## src/rtl/exmem_stage_buf.sv

```systemverilog
// exmem_stage_buf: EX/MEM stage register with valid/ready handshake, 2-entry skid, flush, forwarding tap and stall counter
module exmem_stage_buf #(
  parameter int DW  = 16,
  parameter int RAW = 4,
  parameter int SCW = 16
) (
  input  logic           clk,
  input  logic           rst_n,
  input  logic           flush,
  input  logic           in_valid,
  output logic           in_ready,
  input  logic           reg_write_in,
  input  logic           call_in,
  input  logic           mem_to_reg_in,
  input  logic           reg_to_mem_in,
  input  logic [RAW-1:0] reg_rd_in,
  input  logic [DW-1:0]  alu_result_in,
  input  logic [DW-1:0]  save_word_data_in,
  input  logic           ret_future_in,
  output logic           out_valid,
  input  logic           out_ready,
  output logic           reg_write_out,
  output logic           call_out,
  output logic           mem_to_reg_out,
  output logic           reg_to_mem_out,
  output logic [RAW-1:0] reg_rd_out,
  output logic [DW-1:0]  alu_result_out,
  output logic [DW-1:0]  save_word_data_out,
  output logic           ret_future_out,
  output logic           fwd_valid,
  output logic [RAW-1:0] fwd_rd,
  output logic [DW-1:0]  fwd_data,
  output logic [SCW-1:0] stall_count
);
  localparam int EW = 5 + RAW + 2 * DW;
  typedef enum logic [1:0] {EMPTY, ONE, TWO} state_t;
  state_t state, state_n;
  logic [EW-1:0] main_q, skid_q, in_e;
  logic accept, consume, load_in, load_skid, skid_to_main;
  assign in_e = {reg_write_in, call_in, mem_to_reg_in, reg_to_mem_in, ret_future_in,
                 reg_rd_in, alu_result_in, save_word_data_in};
  assign out_valid = state != EMPTY;
  assign accept = in_valid && in_ready;
  assign consume = out_valid && out_ready;
  // control bits are gated by valid; data fields simply hold
  assign {reg_write_out, call_out, mem_to_reg_out, reg_to_mem_out, ret_future_out} =
         {5{out_valid}} & main_q[EW-1 -: 5];
  assign reg_rd_out = main_q[2*DW +: RAW];
  assign alu_result_out = main_q[DW +: DW];
  assign save_word_data_out = main_q[DW-1:0];
  assign fwd_valid = out_valid && reg_write_out && !mem_to_reg_out;
  assign fwd_rd = reg_rd_out;
  assign fwd_data = alu_result_out;
  always_comb begin
    state_n = state;
    load_in = 1'b0;
    load_skid = 1'b0;
    skid_to_main = 1'b0;
    if (flush) state_n = EMPTY;
    else case (state)
      EMPTY: begin
        state_n = accept ? ONE : EMPTY;
        load_in = accept;
      end
      ONE: begin
        state_n = (accept && !consume) ? TWO : (!accept && consume) ? EMPTY : ONE;
        load_in = accept && consume;
        load_skid = accept && !consume;
      end
      TWO: begin
        state_n = consume ? ONE : TWO;
        skid_to_main = consume;
      end
      default: state_n = EMPTY;
    endcase
  end
  always_ff @(posedge clk or negedge rst_n) begin
    if (!rst_n) begin
      state <= EMPTY;
      in_ready <= 1'b1;
      main_q <= '0;
      skid_q <= '0;
      stall_count <= '0;
    end else begin
      state <= state_n;
      in_ready <= state_n != TWO;
      if (load_in) main_q <= in_e;
      else if (skid_to_main) main_q <= skid_q;
      if (load_skid) skid_q <= in_e;
      if (out_valid && !out_ready && stall_count != '1) stall_count <= stall_count + 1'b1;
    end
  end
endmodule

```

## config.mk

```make
export PLATFORM = sky130hd
export DESIGN_NAME = exmem_stage_buf
export DESIGN_NICKNAME = d
export VERILOG_FILES = /design/src/rtl/exmem_stage_buf.sv
export SDC_FILE = /design/constraint.sdc
export NUM_CORES = 1
export LEC_CHECK = 0
export CAP_MARGIN = 5
export CELL_PAD_IN_SITES_DETAIL_PLACEMENT = 0
export CELL_PAD_IN_SITES_GLOBAL_PLACEMENT = 1
export CORE_MARGIN = 2
export CORE_UTILIZATION = 39
export CTS_BUF_LIST = sky130_fd_sc_hd__clkbuf_8 sky130_fd_sc_hd__clkbuf_16
export CTS_CLUSTER_SIZE = 24
export DETAILED_ROUTE_END_ITERATION = 10
export GPL_TIMING_DRIVEN = 0
export PLACE_DENSITY_LB_ADDON = 0.12
export RECOVER_POWER = 50
export SYNTH_ARGS = -nofsm -noshare
export SYNTH_HDL_FRONTEND = slang
export SYNTH_SLANG_ARGS = --single-unit
```

## constraint.sdc

```tcl
create_clock -name clk -period 2.4 [get_ports clk]
set_clock_uncertainty 0.15 [all_clocks]
set_input_delay 0.48 -clock clk [delete_from_list [all_inputs] [get_ports clk]]
set_output_delay 0.48 -clock clk [all_outputs]
set_load 0.05 [all_outputs]
```

-- Word-level counts from Yosys, hierarchy flattened
Cells that the tools add are included.
- register bits after elaboration: 101
- input bits: 46
- output and inout port bits: 80
- add/subtract/negate cells: 1
- eq/ne operators: 4
- muxes and demuxes: 14
- bitwise gates (word level): 1
- reductions and logical operators: 16
- operators by type and width (cell ; number):
    41-bit 2-to-1 mux ; 2
    16-bit by 1-bit adder with 16-bit output (second input constant) ; 1
    16-bit inequality test (second input constant) ; 1
    1-bit logical AND ; 9
    1-bit 2-to-1 mux ; 7
    2-bit 2-to-1 mux ; 3
    2-bit case mux with 3 select lines ; 1
    5-bit AND ; 1
    1-bit logical NOT ; 4
    2-bit nonzero test ; 2
    2-bit by 1-bit == test with 1-bit output (second input constant) ; 1
    2-bit == test (second input constant) ; 1
    2-bit logical NOT ; 1
    2-bit inequality test (second input constant) ; 1
    1-bit case mux with 2 select lines ; 1

-- Longest topological paths before layout
- word-level depth: 8
- mapped depth: 8
- gate-level depth less buffers: 7

-- Worst setup path after synthesis
Ideal clock, no wire load.
- path type: register to output
- start point: register state[1]
- end point: output fwd_valid
- arrival: 2.127 ns
- data required time: 1.770 ns
- path slack: -0.357 ns
- stages on the path, launching flop included: 4
- path buffers: 0
- cell sequence: dfrtp_1 > nor2_1 > nor2b_1 > nor2b_1
- cells in the longest elaborated chain, start to end: 4
- elaborated cells on any way between the ends: 5
- RTL lines (element ; RTL line ; source):
    from (decl) ; 37 ; state_t state, state_n;
    from (signal assigned) ; 85 ; state <= state_n;
    2-bit nonzero test ; 42 ; assign out_valid = state != EMPTY;
    5-bit AND ; 47 ; {5{out_valid}} & main_q[EW-1 -: 5];
    named net reg_write_out ; 22 ; output logic reg_write_out,
    1-bit logical AND (2 in a row) ; 51 ; assign fwd_valid = out_valid && reg_write_out && !mem_to_reg_out;
    to (decl) ; 30 ; output logic fwd_valid,
The timed path passes the listed nets, and every way through them passes these cells.

-- Final worst setup path
- start point: register in_ready
- end point: output in_ready
- RTL lines (element ; RTL line ; source):
    from (decl) ; 11 ; output logic in_ready,
    from (signal assigned) ; 80 ; in_ready <= 1'b1;
    from (signal assigned) ; 86 ; in_ready <= state_n != TWO;
No word-level cell between the ends.

==> Flow_metrics.wiki <==
{| class="wikitable"
! Metric !! Value
|-
| Status || finished, final reports clean
|-
| #FFs+latches synth || 101
|-
| Die Footprint || 13300 sq um
|-
| Clock tree from TritonCTS || done
|-
| Clock latency reported for the late side of the worst-skew pair || 0.35 ns
|-
| Share of layout cells above drive strength 1 || 25.6%
|-
| Number of optimization iterations in the first detailed-route pass || 4
|-
| Share of Yosys cell area claimed by the top area cell type || 51.7%
|-
| Post-Synth Adder-Cell Area || 0.775%
|-
| Leading register cell type out of synthesis || sky130_fd_sc_hd__dfrtp_1
|-
| Clock-pin slew of the registers on the worst-case setup and hold paths || 0.07 ns
|-
| Fraction of the mapped netlist area in compound gates || 15.8%
|-
| Number of core rows || 40
|-
| Worst vdd rail ir drop || 0.385 mV
|-
| Placed wire-length estimate || 7.25 mm
|-
| Width of the chip || 115 um
|-
| Leakage power || 3.19 nW
|-
| Average cell area after synthesis || 12.7 sq um
|-
| Crit path kind || flip-flop to primary output
|-
| I/O Buffers || 125
|-
| Iteration-0 DRC Markers || 90
|-
| Netlist area before placement || 4840 sq um
|-
| Largest stage delay, worst path || 0.81 ns
|-
| Max clock buf depth || 2
|-
| Xor-xnor portion of the synthesized cell area || 2.53%
|-
| Critical-path maximum fanout || 3
|-
| Crit share post-route || 97.7%
|-
| Power spent charging and discharging nets || 0.00237 W
|-
| Total buffers and inverters traversed by the critical path || 1
|-
| Total chip power || 0.00657 W
|-
| Area growth from synthesis to final layout || 37.0%
|-
| Max-slew violation total from the final report || 0
|-
| Per-cell via count in the routed design || 4.79
|-
| Part of the total power dissipated in sequential elements || 37.6%
|-
| Wire length of the first global-routing pass || 16.5 mm
|-
| Tmin final || 2.34 ns
|-
| CTS Hold Buffers Added || 0
|-
| Combinational family with the most area after synthesis || compound AO/OA/AOI/OAI gates
|-
| Logic gate share of total power || 39.5%
|-
| Setup_tns || 0 ns
|-
| Number of antenna violations at the first check in global routing || 0
|-
| Fin area || 6630 sq um
|-
| Arrival @ worst endpoint || 1.71 ns
|-
| Maximum Capacitance Violations || 0
|-
| Via count || 3314
|-
| Max Fclk || 0.427 GHz
|-
| RSZ-0062 raised after global routing || false
|-
| Net Count, Synth || 430
|-
| Number of nets in the layout || 568
|-
| Portion of the post-synthesis area used by sequential elements || 52.2%
|-
| Post-route core utilization || 55.0%
|-
| Clock network fraction of total power || 22.9%
|-
| Wire length reported by the detailed router || 10.1 mm
|-
| Average routed wire per standard cell || 14.5 um
|-
| Switching share of power || 36.1%
|-
| Top-level port count || 126
|-
| Number of fill cells in the layout || 1086
|-
| Cell area after placement || 6330 sq um
|-
| Largest net degree at the start of global routing || 57
|-
| Share of synthesized flip-flops with an asynchronous set or reset || 100%
|-
| Remaining Overflow, GRT || 0
|-
| Vertical die dimension || 115 um
|-
| Slowest cell on crit path || sky130_fd_sc_hd__clkdlybuf4s50_1
|-
| Placeable Area || 12100 sq um
|-
| Least-Margin Pin Slew || 1.14 ns
|-
| Final weighted congestion in routability-driven placement || 0.793
|-
| Multiplexer area fraction after synthesis || 9.74%
|-
| Number of buffers inserted during clock tree synthesis || 9
|-
| Worst hold slack across all endpoints || 0.184 ns
|-
| Clock sinks || 101
|-
| Slew HR || 24.0%
|-
| Minimum setup slack among reg-to-reg paths || 0.15 ns
|-
| Synthesized instance count || 381
|-
| Area share of and/or/nand/nor cells after synthesis || 7.44%
|-
| Count of synthesis-stage warnings from yosys || 0
|-
| Count of flip-flops with a built-in enable after synthesis || 0
|-
| Final Hold Violating Endpoints || 0
|-
| Cell types with the largest area share after synthesis || sky130_fd_sc_hd__dfrtp_1 (52%), sky130_fd_sc_hd__buf_4 (8.7%), sky130_fd_sc_hd__a22o_1 (7.4%)
|-
| Hold Crit Class || input pin to async pin
|-
| Vias in the first global route || 3351
|-
| Cell chain of the critical path || clkdlybuf4s50_1
|-
| Initial core utilization || 40.1%
|-
| Family with the most delay on the worst path || buffers and inverters
|-
| Clock root buffer || sky130_fd_sc_hd__clkbuf_16
|-
| Final routed DRC violation total || 0
|-
| # setup viols final || 0
|-
| Netlist cell types || 40
|-
| Cell taking the most area after synthesis || sky130_fd_sc_hd__dfrtp_1
|-
| H-tree Lvls || 3
|-
| Ratio of total power to cell area || 991 nW/um^2
|-
| Internal power || 0.00420 W
|-
| Element type at the critical path end || primary output
|-
| Global routing usage summed across all routing layers || 16.0%
|-
| Worst path required time || 1.77 ns
|-
| Critical Path Start Type || flip-flop
|-
| Antenna Diode Count || 0
|-
| Number of antenna-violating nets in the routed design || 0
|}
-- power groups by stage --
stage	registers (W)	clock network (W)	logic, W
2_1_floorplan	0.00255	0	0.00179
3_3_place_gp	0.00249	0	0.00262
3_5_place_dp	0.00251	0	0.00266
4_1_cts	0.00248	0.00155	0.00266
5_1_grt	0.00255	0.00161	0.00275
6_report	0.00247	0.00150	0.00260
-- cells in the mapped netlist, drive strengths merged (2+ instances only) --
cell type	instances
dfrtp	100
a22o	41
nand2	13
a21oi	2
mux2	41
nand3	6
nor2b	7
nor2	8
nand4	7
inv	2
and4	4
buf	72
and2	2
nand3b	3
ha	3
a21o	42
nor3	2
xnor2	10
xor2	4
and3	2
-- routing by layer --
layer | wire [um] | global-route usage [%]
met5 | 0 | 0
met2 | 4740 | 25.4
met1 | 4570 | 21.5
met4 | 180 | 6.75
met3 | 564 | 3.35
-- path summary, 6_finish.rpt --
path	from	endpoint	depth (start not counted)
setup / recovery	in_ready	in_ready	1
hold / removal	rst_n	main_q[7]	1
setup reg to reg	state[1]	skid_q[1]	8
hold reg to reg	main_q[37]	main_q[37]	1
max in group asynchronous	rst_n	stall_count[14]	2
min in group clk	main_q[37]	main_q[37]	1
-- what timing repair did --
item | 4_1_cts | 5_1_grt
setup endpoints to repair | 88 | 21
gates resized for setup | 15 | 3
buffers inserted | 1 | 0
pin swaps | 1 | 1
-- logic make-up after synthesis --
| logic type | count (synthesis) |
|---|---|
| flip-flops | 101 |
| AO/OA/AOI/OAI | 89 |
| buffers and inverters | 74 |
| AND/OR/NAND/NOR | 58 |
| multiplexers | 42 |
| XOR/XNOR | 14 |
| adder cells (fa/ha/maj) | 3 |
-- sequential cells by signal (all words and copies together) (netlist names) --
name and cells:
main_q 41, skid_q 41, stall_count 16, state 2
in_ready 1
-- cells in the final DEF (no fill, tap or decap), drive strengths merged, types with 3 or more instances in the layout --
| cell type | count |
|---|---|
| nand4 | 7 |
| nand3 | 6 |
| dfrtp | 100 |
| buf | 72 |
| nand3b | 3 |
| nor2 | 8 |
| mux2 | 41 |
| a21o | 42 |
| a22o | 41 |
| nand2 | 13 |
| clkbuf | 14 |
| inv | 3 |
| xor2 | 4 |
| clkinv | 3 |
| and4 | 4 |
| dlygate4sd3 | 17 |
| dlygate4sd2 | 6 |
| clkdlybuf4s50 | 100 |
| xnor2 | 10 |
| ha | 3 |
| nor2b | 7 |
-- final cells by class --
type,instances,area [sq um],share of cell area (%)
flip-flops and latches,101,2530,38.1
clock inverters,5,57.6,0.868
plain buffers,72,561,8.45
repair buffers,127,1270,19.1
inverters,2,7.51,0.113
clock buffers,11,253,3.81
multi-input cells,206,1750,26.4
well taps,168,210,3.17
-- through the flow --
step                worst slack [ns]  instances
global placement               -3.16        674
global route                 0.00762        692
CTS                          0.00682        692
floorplan                      0.139        381
detailed placement            -0.526        675
finish                        0.0558        692
Note: power is estimated with default switching activity, not from simulation.
